===== src/rtl/key_pulse_gen.sv =====
// Debounced key to single-cycle count-enable pulse generator with a shared filter counter.
// Optional auto-repeat while held is compiled in with `define KEY_AUTO_REPEAT_EN.
module key_pulse_gen #(
  parameter int unsigned DEB_CYC       = 1000000,
  parameter int unsigned REPEAT_DELAY  = 25000000,
  parameter int unsigned REPEAT_PERIOD = 5000000
) (
  input  logic clock,
  input  logic rst_n,
  input  logic key_in,
  output logic cin,
  output logic key_state
);

  localparam int unsigned CntW = $clog2(DEB_CYC);
  localparam logic [CntW-1:0] CntMax = CntW'(DEB_CYC - 1);

  // Repeat parameters are range-checked even when unused so enabling the feature is safe.
  if (DEB_CYC < 2 || DEB_CYC > 24'hFF_FFFF || REPEAT_DELAY < 2 || REPEAT_PERIOD < 2) begin : g_bad_cfg
    $error("key_pulse_gen: parameter out of legal range");
  end

  typedef enum logic [1:0] {StIdle, StPressFilt, StDown, StRelFilt} state_e;

  state_e          state_q, state_d;
  logic [CntW-1:0] cnt_q, cnt_d;
  logic            sync1_q, key_s;
  logic            cin_q, cin_d;
  logic            key_state_q, key_state_d;

`ifdef KEY_AUTO_REPEAT_EN
  localparam int unsigned RepMax = (REPEAT_DELAY > REPEAT_PERIOD) ? REPEAT_DELAY : REPEAT_PERIOD;
  localparam int unsigned RepW   = $clog2(RepMax);

  logic [RepW-1:0] rep_q, rep_d, rep_lim;
  logic            rep_arm_q, rep_arm_d;

  // First interval is the initial delay, every later one the repeat period.
  assign rep_lim = rep_arm_q ? RepW'(REPEAT_PERIOD - 1) : RepW'(REPEAT_DELAY - 1);

  always_ff @(posedge clock or negedge rst_n) begin
    if (!rst_n) begin
      rep_q     <= '0;
      rep_arm_q <= 1'b0;
    end else begin
      rep_q     <= rep_d;
      rep_arm_q <= rep_arm_d;
    end
  end
`endif

  // Synchronizer resets to the released level so reset never looks like a press.
  always_ff @(posedge clock or negedge rst_n) begin
    if (!rst_n) begin
      sync1_q <= 1'b1;
      key_s   <= 1'b1;
    end else begin
      sync1_q <= key_in;
      key_s   <= sync1_q;
    end
  end

  always_ff @(posedge clock or negedge rst_n) begin
    if (!rst_n) begin
      state_q     <= StIdle;
      cnt_q       <= '0;
      cin_q       <= 1'b0;
      key_state_q <= 1'b0;
    end else begin
      state_q     <= state_d;
      cnt_q       <= cnt_d;
      cin_q       <= cin_d;
      key_state_q <= key_state_d;
    end
  end

  always_comb begin
    state_d     = state_q;
    cnt_d       = cnt_q;
    cin_d       = 1'b0;
    key_state_d = key_state_q;
`ifdef KEY_AUTO_REPEAT_EN
    rep_d       = rep_q;
    rep_arm_d   = rep_arm_q;
`endif
    unique case (state_q)
      StIdle: begin
        if (!key_s) begin
          state_d = StPressFilt;
          cnt_d   = '0;
        end
      end
      StPressFilt: begin
        if (key_s) begin
          state_d = StIdle;
        end else if (cnt_q == CntMax) begin
          state_d     = StDown;
          cin_d       = 1'b1;
          key_state_d = 1'b1;
`ifdef KEY_AUTO_REPEAT_EN
          rep_d       = '0;
          rep_arm_d   = 1'b0;
`endif
        end else begin
          cnt_d = cnt_q + CntW'(1);
        end
      end
      StDown: begin
        if (key_s) begin
          state_d = StRelFilt;
          cnt_d   = '0;
        end else begin
`ifdef KEY_AUTO_REPEAT_EN
          if (rep_q == rep_lim) begin
            cin_d     = 1'b1;
            rep_d     = '0;
            rep_arm_d = 1'b1;
          end else begin
            rep_d = rep_q + RepW'(1);
          end
`endif
        end
      end
      StRelFilt: begin
        // Bounce back to DOWN keeps the repeat counter where it was.
        if (!key_s) begin
          state_d = StDown;
        end else if (cnt_q == CntMax) begin
          state_d     = StIdle;
          key_state_d = 1'b0;
        end else begin
          cnt_d = cnt_q + CntW'(1);
        end
      end
      default: state_d = StIdle;
    endcase
  end

  assign cin       = cin_q;
  assign key_state = key_state_q;

endmodule

===== config.mk =====
export PLATFORM = sky130hd
export DESIGN_NAME = key_pulse_gen
export DESIGN_NICKNAME = d
export VERILOG_FILES = /design/src/rtl/key_pulse_gen.sv
export SDC_FILE = /design/constraint.sdc
export NUM_CORES = 1
export LEC_CHECK = 0
export BUFFER_PORTS_ARGS = -buffer_cell sky130_fd_sc_hd__clkbuf_2
export CORE_ASPECT_RATIO = 0.6
export CORE_MARGIN = 3
export CORE_UTILIZATION = 57
export CTS_BUF_LIST = sky130_fd_sc_hd__clkbuf_2
export CTS_CLUSTER_DIAMETER = 150
export DETAILED_ROUTE_END_ITERATION = 16
export PLACE_DENSITY = 0.74
export REMOVE_ABC_BUFFERS = 1
export SKIP_LAST_GASP = 1
export SLEW_MARGIN = 20
export SYNTH_ARGS = -nofsm -noshare
export SYNTH_HDL_FRONTEND = slang
export SYNTH_SLANG_ARGS = --single-unit

===== constraint.sdc =====
create_clock -name clock -period 1.89 [get_ports clock]
set_input_delay 0.378 -clock clock [delete_from_list [all_inputs] [get_ports clock]]
set_output_delay 0.378 -clock clock [all_outputs]
set_load 0.01 [all_outputs]

==> impl_metrics.env <==
export IMPL_seq_area_um2=656
export IMPL_cts_sinks=26
export IMPL_crit_chain="ha_4 > nand2_1 > nor4_2 > mux2_2 > a22o_1"
export IMPL_setup_viol=0
export IMPL_finalInstanceArea_mm2=0.00175
export IMPL_fmax_mhz=547
export IMPL_multi_input_area_um2=870
export IMPL_postCtsSetupBuffers=0
export IMPL_finalSetupTns_ns=0
export IMPL_num_vias=1374
export IMPL_crit_arrival_ns=2.12
export IMPL_crit_path_top_delay_cell="dfrtp_1"
export IMPL_grt_overflow_total=0
export IMPL_drtIter0Drc=85
export IMPL_post_route_min_period_ns=1.83
export IMPL_synthArstFlopShare_pct=100
export IMPL_fp_row_count=14
export IMPL_slew_violations=0
export IMPL_syn_area_per_cell_um2=9.79
export IMPL_synth_edf_count=0
export IMPL_critPathCaptureType="register"
export IMPL_clock_root_buffer="clkbuf_2"
export IMPL_synthFlopType="dfrtp_1"
export IMPL_reg2reg_slack_ns=0.06
export IMPL_area_delta_synth_final_pct=11.1
export IMPL_worstPathMaxFanout=6
export IMPL_cpPeakStageDelay_ns=0.48
export IMPL_clock_skew_ns=0.00772
export IMPL_post_route_period_util_pct=96.7
export IMPL_gr_usage_all_layers_pct=24.1
export IMPL_core_area_mm2=0.00257
export IMPL_post_dp_hpwl_um=2600
export IMPL_hold_ws_ns=0.0448
export IMPL_startpoint_type="register"
export IMPL_hp_class="primary input to register"
export IMPL_r2r_worst_path_cells=5
export IMPL_dp_slack_ns=0.00841
export IMPL_grt_max_degree=31
export IMPL_maxSlewHeadroom_pct=57.7
export IMPL_yosys_area_top_type="dfrtp_1"
export IMPL_maxCapViolations=0
export IMPL_clkSlewWorstSetupHoldPaths_ns=0.25
export IMPL_grt_pass1_vias=1267
export IMPL_final_net_count=176
export IMPL_rsz0062_at_grt="yes"
export IMPL_io_buffers=4
export IMPL_htreeDepth=1
export IMPL_cts_tree="done"
export IMPL_wirelength_um=3650
export IMPL_critPathKind="register to register"
export IMPL_antenna_cells=0
export IMPL_layout_setup_ws_ns=0.0626
export IMPL_endpoint="cnt_q[12]$_DFFE_PN0P_"
export IMPL_routabilityCongestion=0.877
export IMPL_leakage_nw=0.788
export IMPL_crit_required_ns=2.18
export IMPL_worst_slew_pin_slew_ns=0.635
export IMPL_hold_violations=0
export IMPL_r2r_end="cnt_q[12]$_DFFE_PN0P_"
export IMPL_dieWidth_um=73.9
export IMPL_synth_top_area_share_pct=38.1
export IMPL_synth_cells=161
export IMPL_power_density_mw_per_mm2=645
export IMPL_drtAntennaViolNets=0
export IMPL_die_y_um=46.7
export IMPL_ys_seq_area_share_pct=41.4
export IMPL_drive_gt1_share_pct=22.8
export IMPL_status="finished, final reports clean"
export IMPL_drc_errors=0
export IMPL_worstSkewPairLatency_ns=0.37
export IMPL_dr_pass1_iters=4
export IMPL_cts_buffers=3
export IMPL_placed_area_mm2=0.00168
export IMPL_grt_pass1_wl_um=6140
export IMPL_num_fill_cells=199
export IMPL_die_area_mm2=0.00345
export IMPL_yosysWarnings=0
export IMPL_antenna_found_initial=0
export IMPL_synth_ff_latch_count=26
export IMPL_start_util_pct=61.2
export IMPL_synth_area_mm2=0.00158
export IMPL_synth_cell_type_count=47
export IMPL_synth_area_leaders="dfrtp_1 (38%), a22o_1 (3.9%), nand2_1 (3.8%)"
export IMPL_rr_startpoint="cnt_q[1]$_DFFE_PN0P_"
export IMPL_ir_worst_vdd_v=0.000383
export IMPL_via_per_inst=6.77
export IMPL_startpoint="cnt_q[1]$_DFFE_PN0P_"
export IMPL_io_pins=5
export IMPL_clk_path_buf_depth=2
export IMPL_routedWlPerCell_um=18.0
[worst min-delay path by stage]
stage / from / end / cells after the start
final: key_in / sync1_q$_DFF_PN1_ / 1
after global routing: key_in / sync1_q$_DFF_PN1_ / 1
after CTS: key_in / sync1_q$_DFF_PN1_ / 1
after detailed placement: sync1_q$_DFF_PN1_ / key_s$_DFF_PN1_ / 0
after global placement: sync1_q$_DFF_PN1_ / key_s$_DFF_PN1_ / 0
after floorplan: rst_n / asynchronous set/reset pin / 0
[cell usage after synthesis, types with 2 or more instances]
master,number
and3_1,3
and4_1,2
nor2b_1,2
dfrtp_1,24
buf_2,5
a22o_1,7
mux2_2,3
nor3_1,6
and4bb_2,2
a21o_1,6
o31ai_1,4
nand4_1,7
o21ai_0,6
nand3b_1,4
o211ai_1,2
nand2_1,16
nor2_1,3
a211o_1,3
dfstp_2,2
mux2i_1,5
a21oi_1,2
clkbuf_1,5
nand3_1,6
nor4_1,4
nor4_2,2
a31oi_1,4
and2_1,3
inv_1,4
[where the power goes]
part	internal, mW	switching (mW)
combinational	0.0678	0.0786
sequential	0.586	0.0405
clock	0.182	0.174
total	0.836	0.293
[metrics by stage]
| stage | std cells | utilization, % | power (mW) |
|---|---|---|---|
| after floorplan | 150 | - | 0.702 |
| after global placement | 198 | 65.1 | 0.759 |
| after detailed placement | 198 | 65.1 | 0.769 |
| after CTS | 203 | 67.5 | 1.13 |
| after global routing | 203 | 68.0 | 1.19 |
| final | 203 | 68.0 | 1.13 |
[flip-flops by register name, indices dropped and copies added (netlist names), named ones only]
name / cells
cin: 1
cnt_q: 20
state_q: 1
key_state: 1
sync1_q: 1
key_s: 1
[per-layer routing]
metal  part of all wire, %  up-vias  global-route usage (%)
met3                   8.4        7                    6.62
met4                  0.90        0                    7.22
met1                    45      669                    33.6
met2                    45       66                    37.1
li1                      -      632                       -
met5                     0        -                       0
[cell type report]
cell class,instances,area share (%)
well taps,32,2.29
clock buffers,3,0.857
inverters,5,1.21
multi-input cells,119,49.6
repair buffers,17,6.86
clock inverters,1,1.71
flip-flops and latches,26,37.4
[layout by cell type, fill, tap and decap left out, types with 5 or more instances in the layout]
| master | instances |
|---|---|
| mux2i_1 | 5 |
| a21o_1 | 6 |
| clkbuf_2 | 7 |
| buf_4 | 12 |
| dfrtp_1 | 22 |
| nand2_1 | 16 |
| nor3_1 | 6 |
| nand3_1 | 6 |
| o21ai_0 | 6 |
| a22o_1 | 7 |
| nand4_1 | 7 |
[logic make-up after synthesis]
kind of cell / count (synthesis) / share of synthesized area [%]
and+or+nand+nor: 68 / 27.1
muxes: 9 / 6.27
DFF: 26 / 41.4
AOI/OAI and AO/OA: 39 / 18.7
buffers and inverters: 16 / 4.60
xor gates and xnor gates: 2 / 1.11
adders and majority gates: 1 / 0.794
[what timing repair did]
item	CTS	global route
resized for setup	2	3
pin swaps	0	1
endpoints found under the hold margin	24	0
hold buffers	1	0
endpoints found under the setup margin	3	17
[critical path, delay by kind of cell, from the launching register on]
kind | cells | cell delay (ns)
compound gates | 1 | 0.18
flops | 1 | 0.48
simple gates | 2 | 0.51
fa+ha+maj | 1 | 0.20
mux | 1 | 0.37
Power figures use the tool's default switching activity.
